--- config.mk ---
export PLATFORM = sky130hd
export DESIGN_NAME = seq_mul16
export DESIGN_NICKNAME = d
export VERILOG_FILES = /design/src/rtl/seq_mul16.sv
export SDC_FILE = /design/constraint.sdc
export NUM_CORES = 1
export LEC_CHECK = 0
export BUFFER_PORTS_ARGS = -buffer_cell sky130_fd_sc_hd__clkbuf_2
export CORE_MARGIN = 3
export CORE_UTILIZATION = 55
export DETAILED_ROUTE_END_ITERATION = 8
export PLACE_DENSITY = 0.85
export SLEW_MARGIN = 10
export SYNTH_ARGS = -nofsm -noshare
export SYNTH_HDL_FRONTEND = slang
export SYNTH_SLANG_ARGS = --single-unit
--- constraint.sdc ---
create_clock -name clk -period 3.45 [get_ports clk]
set_clock_uncertainty 0.1 [all_clocks]
set_input_delay 0.69 -clock clk [delete_from_list [all_inputs] [get_ports clk]]
set_output_delay 0.69 -clock clk [all_outputs]
set_load 0.03 [all_outputs]
--- src/rtl/seq_mul16.sv ---
// seq_mul16: sequential shift-and-add multiplier that iterates through an external combinational adder.
// Optional signed mode when `define SEQMUL_SIGNED_EN is set (adds input port sgn).
module seq_mul16 #(
  parameter int WIDTH = 16
) (
  input  logic               clk,
  input  logic               rst_n,
  input  logic               start,
`ifdef SEQMUL_SIGNED_EN
  input  logic               sgn,
`endif
  input  logic [WIDTH-1:0]   a,
  input  logic [WIDTH-1:0]   b,
  output logic               busy,
  output logic               done,
  output logic [2*WIDTH-1:0] product,
  output logic [WIDTH-1:0]   add_a,
  output logic [WIDTH-1:0]   add_b,
  output logic               add_cin,
  input  logic [WIDTH-1:0]   add_sum,
  input  logic               add_cout
);

  localparam int CW = $clog2(WIDTH) + 1;
  localparam logic [CW-1:0] LAST_CNT = CW'(WIDTH - 1);

  typedef enum logic [1:0] {
    S_IDLE = 2'd0,
    S_RUN  = 2'd1,
    S_DONE = 2'd2
  } state_e;

  state_e             state_q, state_d;
  logic [WIDTH-1:0]   mcand_q, mcand_d;
  logic [WIDTH-1:0]   acc_hi_q, acc_hi_d;
  logic [WIDTH-1:0]   acc_lo_q, acc_lo_d;
  logic [CW-1:0]      cnt_q, cnt_d;
  logic [2*WIDTH-1:0] product_q, product_d;
  logic               done_q, done_d;
  logic               last_s;
  logic               shin_s;
  logic [WIDTH-1:0]   add_a_s, add_b_s;
  logic               add_cin_s;

`ifdef SEQMUL_SIGNED_EN
  logic sgn_q, sgn_d;

  // Sign bit of the (WIDTH+1)-bit signed sum acc_hi + add_b + cin.
  function automatic logic signed_shin_f(input logic hi_msb, input logic b_msb, input logic cout);
    signed_shin_f = hi_msb ^ b_msb ^ cout;
  endfunction
`endif

  assign last_s = (cnt_q == LAST_CNT);

  // Adder operand drive: decoded from registers only, quiet outside RUN.
  always_comb begin
    add_a_s   = {WIDTH{1'b0}};
    add_b_s   = {WIDTH{1'b0}};
    add_cin_s = 1'b0;
    if (state_q == S_RUN) begin
      add_a_s = acc_hi_q;
      if (acc_lo_q[0]) begin
`ifdef SEQMUL_SIGNED_EN
        // Negative-weight MSB of a signed multiplier: subtract on the last step.
        if (sgn_q && last_s) begin
          add_b_s   = ~mcand_q;
          add_cin_s = 1'b1;
        end else begin
          add_b_s   = mcand_q;
          add_cin_s = 1'b0;
        end
`else
        add_b_s   = mcand_q;
        add_cin_s = 1'b0;
`endif
      end else begin
        add_b_s   = {WIDTH{1'b0}};
        add_cin_s = 1'b0;
      end
    end else begin
      add_a_s   = {WIDTH{1'b0}};
      add_b_s   = {WIDTH{1'b0}};
      add_cin_s = 1'b0;
    end
  end

  // Bit shifted into the top of the accumulator.
  always_comb begin
`ifdef SEQMUL_SIGNED_EN
    if (sgn_q) begin
      shin_s = signed_shin_f(acc_hi_q[WIDTH-1], add_b_s[WIDTH-1], add_cout);
    end else begin
      shin_s = add_cout;
    end
`else
    shin_s = add_cout;
`endif
  end

  // Next-state and datapath update.
  always_comb begin
    state_d   = state_q;
    mcand_d   = mcand_q;
    acc_hi_d  = acc_hi_q;
    acc_lo_d  = acc_lo_q;
    cnt_d     = cnt_q;
    product_d = product_q;
    done_d    = 1'b0;
`ifdef SEQMUL_SIGNED_EN
    sgn_d     = sgn_q;
`endif
    case (state_q)
      S_IDLE, S_DONE: begin
        if (start) begin
          mcand_d  = a;
          acc_lo_d = b;
          acc_hi_d = {WIDTH{1'b0}};
          cnt_d    = {CW{1'b0}};
`ifdef SEQMUL_SIGNED_EN
          sgn_d    = sgn;
`endif
          state_d  = S_RUN;
        end else begin
          state_d  = S_IDLE;
        end
      end
      S_RUN: begin
        {acc_hi_d, acc_lo_d} = {shin_s, add_sum, acc_lo_q[WIDTH-1:1]};
        cnt_d = cnt_q + {{(CW-1){1'b0}}, 1'b1};
        if (last_s) begin
          product_d = {shin_s, add_sum, acc_lo_q[WIDTH-1:1]};
          done_d    = 1'b1;
          state_d   = S_DONE;
        end else begin
          state_d   = S_RUN;
        end
      end
      default: begin
        state_d = S_IDLE;
      end
    endcase
  end

  // State and datapath registers.
  always_ff @(posedge clk or negedge rst_n) begin
    if (!rst_n) begin
      state_q   <= S_IDLE;
      mcand_q   <= {WIDTH{1'b0}};
      acc_hi_q  <= {WIDTH{1'b0}};
      acc_lo_q  <= {WIDTH{1'b0}};
      cnt_q     <= {CW{1'b0}};
      product_q <= {(2*WIDTH){1'b0}};
      done_q    <= 1'b0;
`ifdef SEQMUL_SIGNED_EN
      sgn_q     <= 1'b0;
`endif
    end else begin
      state_q   <= state_d;
      mcand_q   <= mcand_d;
      acc_hi_q  <= acc_hi_d;
      acc_lo_q  <= acc_lo_d;
      cnt_q     <= cnt_d;
      product_q <= product_d;
      done_q    <= done_d;
`ifdef SEQMUL_SIGNED_EN
      sgn_q     <= sgn_d;
`endif
    end
  end

  assign busy    = (state_q == S_RUN);
  assign done    = done_q;
  assign product = product_q;
  assign add_a   = add_a_s;
  assign add_b   = add_b_s;
  assign add_cin = add_cin_s;

endmodule

Word-level counts from Yosys, hierarchy flattened
Index checks and enable logic that the tools add are counted.
{ "word_totals": {"ff_bits": 88, "output_inout_bits": 67} }
{ "classes": {"addsub": 1, "eq_ne": 4, "muxes": 14, "reduce_logical": 6} }
{ "ops": {"columns": ["op", "n"], "rows": [
  ["16-bit two-way mux", 5],
  ["16-bit one-hot mux with 2 select lines", 2],
  ["5-bit one-hot mux with 2 select lines", 1],
  ["2-bit AND reduction", 3],
  ["5-bit by 1-bit adder with 5-bit output, second input constant", 1],
  ["5-bit by 4-bit equality test with 1-bit output, second input constant", 1],
  ["5-bit two-way mux", 1],
  ["2-bit one-hot mux with 2 select lines", 1],
  ["1-bit two-way mux", 3],
  ["2-bit by 1-bit equality test with 1-bit output, second input constant", 1],
  ["2-bit equality test, second input constant", 1],
  ["2-bit logical NOT", 1],
  ["2-bit two-way mux", 1],
  ["2-bit inequality test, second input constant", 1],
  ["2-bit nonzero test", 1],
  ["2-bit OR reduction", 1]
]} }

Depth between registers and ports, before layout
Gate-level depths: netlist (run 1).
{ "depth": {"depth_word": 4, "depth_mapped": 6, "depth_no_buf": 5} }

Worst setup path before layout (run 1)
OpenSTA, ideal clock, no wires.
{ "synth_path": {"kind": "register -> output", "startpoint": "register done (netlist name)", "endpoint": "output add_a[0]", "arrival_time_ns": 1.567, "path_slack_ns": 1.093, "stages_incl_launch_ff": 5, "cell_sequence": "dfrtp_1 nand2b_4 inv_4 clkbuf_1 and2_1"} }
{ "synth_lines": {"columns": ["item", "line", "text"], "rows": [
  ["end: declaration", "17", "output logic [WIDTH-1:0] add_a,"]
]} }

==> summary.txt, run 1 <==
Tmin final = 2.803 ns
Longest Clk Path Bufs = 2
Sum Neg Setup Slack = 0 ns
WP data arrival = 2.01 ns
core area = 6459 um^2
Slew @ Worst Pin = 1.053 ns
CTS resizes = 0
Cell variety after synth = 27
CP Capture Type = output pin
DIE WIDTH = 88.39 um
CP Max Fanout = 70
synth cell count leaders = dfrtp_1, nand2_1, mux2_4
Syn Std Cell Area = 3734 um^2
startpoint types = register
yosys warns = 0
share of layout cells above drive strength 1 = 40.86%
final estimated routing congestion in global placement = 0.7209
Tcrit/Tclk final = 81.25%
cell taking the most area after synthesis = dfrtp_1
GRT overflow = 0
#FFs+latches synth = 87
fillcell total = 494
nets = 470
top-count cell post-synth = dfrtp_1
CTS tree = yes
io pins = 119
PortBufs = 117
Highest Signal Layer = met4
CP max stage cell = inv_4
Yosys top cell area share = 58.31%
DRC Markers = 0
cell count after synthesis = 309
met2 WL = 4.196 mm
hpwl dp = 5.526 mm
Initial DRC Count = 207
sequential share of the synthesized area = 58.31%
Hold Buf Count CTS = 0
Worst VDD drop = 0.6067 mV
Antenna Nets Post-Route = 0
full die area = 7813 um^2
initial antenna violation count = 0
leakage power total = 2.496 nW
CTS buffer count = 9
vias in the first global route = 2,619
Crit Path Category = reg2out
synth top area cells = dfrtp_1, mux2_4, nand2_1
vias per inst = 5.408
CP max stage delay = 0.53 ns
Worst slew margin = 29.82%
Final Slew Violations = 0
post-CTS setup buffers = 0
clock root cell = clkbuf_8
area grow syn2layout = 21.62%
Routed WL per cell = 16.40 um
max_cap viols = 0
Cell Chain, Critical Path = nand2b_4 > inv_4 > and3_1 > clkbuf_2
vias post-DR = 2,693
unrepaired setup endpoints after global routing = no
Final Hold Fails = 0
starting density of the core = 57.81%
FMAX = 0.3567 GHz
Setup-failing EPs final = 0
ys async rst share = 100.0%
number of synthesized flops with an enable pin = 0
die height = 88.39 um
largest net degree at the start of global routing = 88
Worst-Skew Late Latency = 0.35 ns
PwrDens = 1132 nW/um^2
critical path required time = 2.66 ns
H-tree depth = 3
Synth Flop Type = dfrtp_1
# rows = 29
First-pass DRT Iterations = 4
WL met3 = 370 um
n_diodes = 0
Final Util = 70.30%
Syn Area/Cell = 12.08 um^2
WL met1 = 3.491 mm
clk sinks = 87
Routed WL = 8.167 mm
Tightest Hold Check Type = reg2reg
first-pass GRT wire length = 13.26 mm
Worst-path clk slew = 0.08 ns
status = finished, final reports clean
GRT Overall Usage = 22.13%
Mapped Nets = 363
## worst max-delay path, delay by kind of cell (launching register included)
kind | cells | cell delay [ns]
flops | 1 | 0.38
buf+inv | 2 | 0.74
simple gates | 2 | 0.53
## power breakdown
group | switching [mW] | internal [mW] | total [mW] | leakage (nW)
registers | 0.326 | 1.52 | 1.85 | 1.04
clock network | 0.349 | 0.480 | 0.829 | 0.120
logic | 1.55 | 0.911 | 2.46 | 1.33
## routing by layer
metal	up-vias	global-route usage, %
met4	0	7.143
met3	10	4.655
met5	-	0
met2	66	35.55
li1	1274	-
met1	1343	30.32
## kinds of logic (layout without fill, tap and decap cells)
family	after synthesis	count (layout)	synth area share [%]
AO/OA/AOI/OAI	36	36	7.708
adder cells (fa/ha/maj)	2	2	0.6701
buffers and inverters	26	138	3.887
flip-flops	87	87	58.31
multiplexers	35	35	13.40
other	1	1	0.1004
AND/OR/NAND/NOR	122	122	15.92
## cell usage in the layout (no fill, tap or decap), types with 2 or more instances in the layout
cell type / n
nand2_1: 66
mux2i_1: 2
bufinv_16: 3
buf_4: 3
clkbuf_8: 9
and3_1: 17
clkbuf_2: 116
mux2_4: 29
a22o_1: 17
a22oi_1: 16
ha_1: 2
clkinv_2: 2
inv_1: 2
mux2_2: 4
nand3_1: 17
o21ai_0: 2
and2_1: 16
dfrtp_1: 87
## state kept, by name, summed over array words and instances, names as in the netlist
register / cells
state_q: 1
product: 32
acc_hi_q: 16
acc_lo_q: 16
done: 1
mcand_q: 16
cnt_q: 5
## path summary, 6_finish.rpt
kind	from	endpoint	slack (ns)	cells past startpoint
max	done	add_b[15]	0.65	4
min	mcand_q[14]	mcand_q[14]	0.37	2
max reg2reg	done	product[31]	1.11	4
min reg2reg	mcand_q[14]	mcand_q[14]	0.37	2
max in group asynchronous	rst_n	cnt_q[3]	2.15	1
min in group asynchronous	rst_n	product[25]	0.43	1
## per-stage QoR
stage	area (um^2)	total power, mW	setup WS [ns]	hold WS (ns)	std cells
after floorplan	3734	3.678	1.093	0.2944	309
after global placement	4304	4.244	1.120	0.3509	482
after detailed placement	4304	4.336	1.036	0.3573	482
after CTS	4541	5.183	0.6518	0.3768	498
after global routing	4541	5.478	0.4953	0.3973	498
final	4541	5.138	0.6468	0.3744	498
## final cells by class
cell class              instances  area, um^2  share of cell area [%]
well taps                      77       96.34                   2.122
repair buffers                119       603.1                   13.28
clock inverters                 6       108.9                   2.397
flip-flops and latches         87        2177                   47.95
multi-input cells             196        1414                   31.14
inverters                       3       13.76                  0.3031
clock buffers                  10       127.6                   2.811
(Power assumes the default switching activity.)
==> run 2, diff against run 1 <==
Settings changed: CORE_UTILIZATION 55 to 51, PLACE_DENSITY 0.85 to 0.8.
Clock period 3.45 ns to 2.8 ns, I/O delays scaled along.
==> summary.txt, run 2 (same netlist as run 1, synthesis figures left out) <==
core area = 6944 um^2 (was 6459 um^2)
unrepaired setup endpoints after global routing = no (unchanged)
DIE WIDTH = 91.56 um (was 88.39 um)
Antenna Nets Post-Route = 0 (unchanged)
io pins = 119 (unchanged)
Final Hold Fails = 0 (unchanged)
CP Capture Type = output pin (unchanged)
Tightest Hold Check Type = in2async (was reg2reg)
Sum Neg Setup Slack = 0 ns (unchanged)
initial antenna violation count = 0 (unchanged)
leakage power total = 2.509 nW (was 2.496 nW)
Initial DRC Count = 161 (was 207)
post-CTS setup buffers = 0 (unchanged)
commonest cells after routing, fill and taps aside = clkbuf_2, dfrtp_1, nand2_1 (unchanged)
GRT Overall Usage = 20.73% (was 22.13%)
n_diodes = 0 (unchanged)
Slew @ Worst Pin = 0.6140 ns (was 1.053 ns)
Routed WL per cell = 15.74 um (was 16.40 um)
max FFs per register = 32 (unchanged)
CP max stage cell = inv_4 (unchanged)
full die area = 8383 um^2 (was 7813 um^2)
Hold Buf Count CTS = 0 (unchanged)
cell-internal power = 3.507 mW (was 2.910 mW)
Gate power share = 49.0% (was 48.0%)
worst r2r src = done (unchanged)
Final Slew Violations = 0 (unchanged)
Worst-path clk slew = 0.09 ns (was 0.08 ns)
Tmin final = 2.575 ns
sequential power share = 36.2% (was 35.9%)
CP max stage delay = 0.46 ns (was 0.53 ns)
first-pass GRT wire length = 13.70 mm (was 13.26 mm)
Crit Path Category = reg2out (unchanged)
critical path required time = 2.14 ns (was 2.66 ns)
Setup-failing EPs final = 0 (unchanged)
starting density of the core = 53.77% (was 57.81%)
Worst slew margin = 59.07% (was 29.82%)
Tcrit/Tclk final = 91.95%
startpoint types = register (unchanged)
max_cap viols = 0 (unchanged)
Worst Reg-to-Reg Cells = 4 (unchanged)
clk sinks = 87 (unchanged)
Routed WL = 8.199 mm (was 8.167 mm)
hpwl dp = 5.656 mm (was 5.526 mm)
WP data arrival = 1.91 ns (was 2.01 ns)
flop-to-flop setup slack = 0.54 ns (was 1.11 ns)
Worst-Skew Late Latency = 0.34 ns (was 0.35 ns)
First-pass DRT Iterations = 5 (was 4)
nets = 474 (was 470)
net load switching power = 2.742 mW (was 2.228 mW)
die height = 91.56 um (was 88.39 um)
vias post-DR = 2,709 (was 2,693)
final estimated routing congestion in global placement = 0.7456 (was 0.7209)
commonest non-fill, non-tap cell in the layout = clkbuf_2 (unchanged)
H-tree depth = 3 (unchanged)
fillcell total = 547 (was 494)
clock root cell = clkbuf_8 (unchanged)
share of layout cells above drive strength 1 = 41.41% (was 40.86%)
GRT overflow = 0 (unchanged)
FMAX = 0.3884 GHz
largest net degree at the start of global routing = 65 (was 88)
Switching Share = 43.88% (was 43.36%)
DRC Markers = 0 (unchanged)
vias per inst = 5.200 (was 5.408)
dpl cell area = 4370 um^2 (was 4304 um^2)
vias in the first global route = 2,766 (was 2,619)
Worst Setup SP = done (unchanged)
area grow syn2layout = 22.86% (was 21.62%)
Final Util = 66.05% (was 70.30%)
fin area = 4587 um^2 (was 4541 um^2)
# rows = 30 (was 29)
PortBufs = 117 (unchanged)
area used by multi-input combinational logic = 1414 um^2 (unchanged)
Worst VDD drop = 0.5591 mV (was 0.6067 mV)
CP Max Fanout = 64 (was 70)
Critical Path Sink = add_a[1] (was add_b[15])
CTS buffer count = 9 (unchanged)
Longest Clk Path Bufs = 2 (unchanged)
Seq. cell area = 2177 um^2 (unchanged)
Clk network pwr share = 14.8% (was 16.1%)
status = finished, final reports clean (unchanged)
Cell Chain, Critical Path = nand2b_4 > inv_4 > and2_1 > clkbuf_2 (was nand2b_4 > inv_4 > and3_1 > clkbuf_2)
PwrDens = 1363 nW/um^2 (was 1132 nW/um^2)
R2R Path End = product[7] (was product[31])
CTS resizes = 0 (unchanged)
CTS tree = yes (unchanged)
run 2: changes by cell type in the layout (fill, tap and decap cells not counted):
cell / delta
clkbuf_8: +3
buf_12: +1
clkinv_4: -1
buf_4: +3
inv_6: +2
clkinv_2: -2
bufinv_16: -2
run 2: power by group through the flow:
stage	clock network, mW	registers, mW	logic [mW]
global placement	0	2.25	3.01
finish	0.926	2.26	3.06
CTS	0.951	2.26	3.10
detailed placement	0	2.28	3.08
global route	1.01	2.34	3.30
floorplan	0	2.66	1.88
run 2: critical path, delay by kind of cell (launching register included):
family                 cells  cell delay (ns)
DFF                        1             0.39
buffers and inverters      2             0.67
and+or+nand+nor            2             0.48
run 2: layer usage:
metal  wire, um  up-vias  GRT usage, %
li1           -     1284             -
met1       3397     1312         26.82
met2       4172      100         32.87
met3        504       13         5.717
met4        124        0         8.543
met5          0        -             0
run 2: metrics by stage:
stage               power, mW  hold WS (ns)  setup slack (ns)  std cells
floorplan               4.532        0.1644            0.5726        309
global placement        5.264        0.3490            0.6069        505
detailed placement      5.362        0.3553            0.5560        505
CTS                     6.313       0.08395            0.2064        521
global route            6.653       0.09026           0.05127        521
finish                  6.250       0.07797            0.2253        521
run 2: area by class of cell:
class	instances	area share, %
clock buffers	13	3.682
clock inverters	3	1.037
inverters	3	0.3001
multi-input cells	196	30.82
flip-flops and latches	87	47.46
well taps	96	2.619
repair buffers	123	14.08
run 2: worst min path at each step:
stage | start | end | slack [ns] | cells past startpoint
floorplan | rst_n | acc_hi_q[0] | 0.16 | 0
detailed placement | mcand_q[4] | mcand_q[4] | 0.36 | 2
CTS | rst_n | product[25] | 0.08 | 1
global placement | mcand_q[7] | mcand_q[7] | 0.35 | 2
finish | rst_n | product[25] | 0.08 | 1
global route | rst_n | product[25] | 0.09 | 1
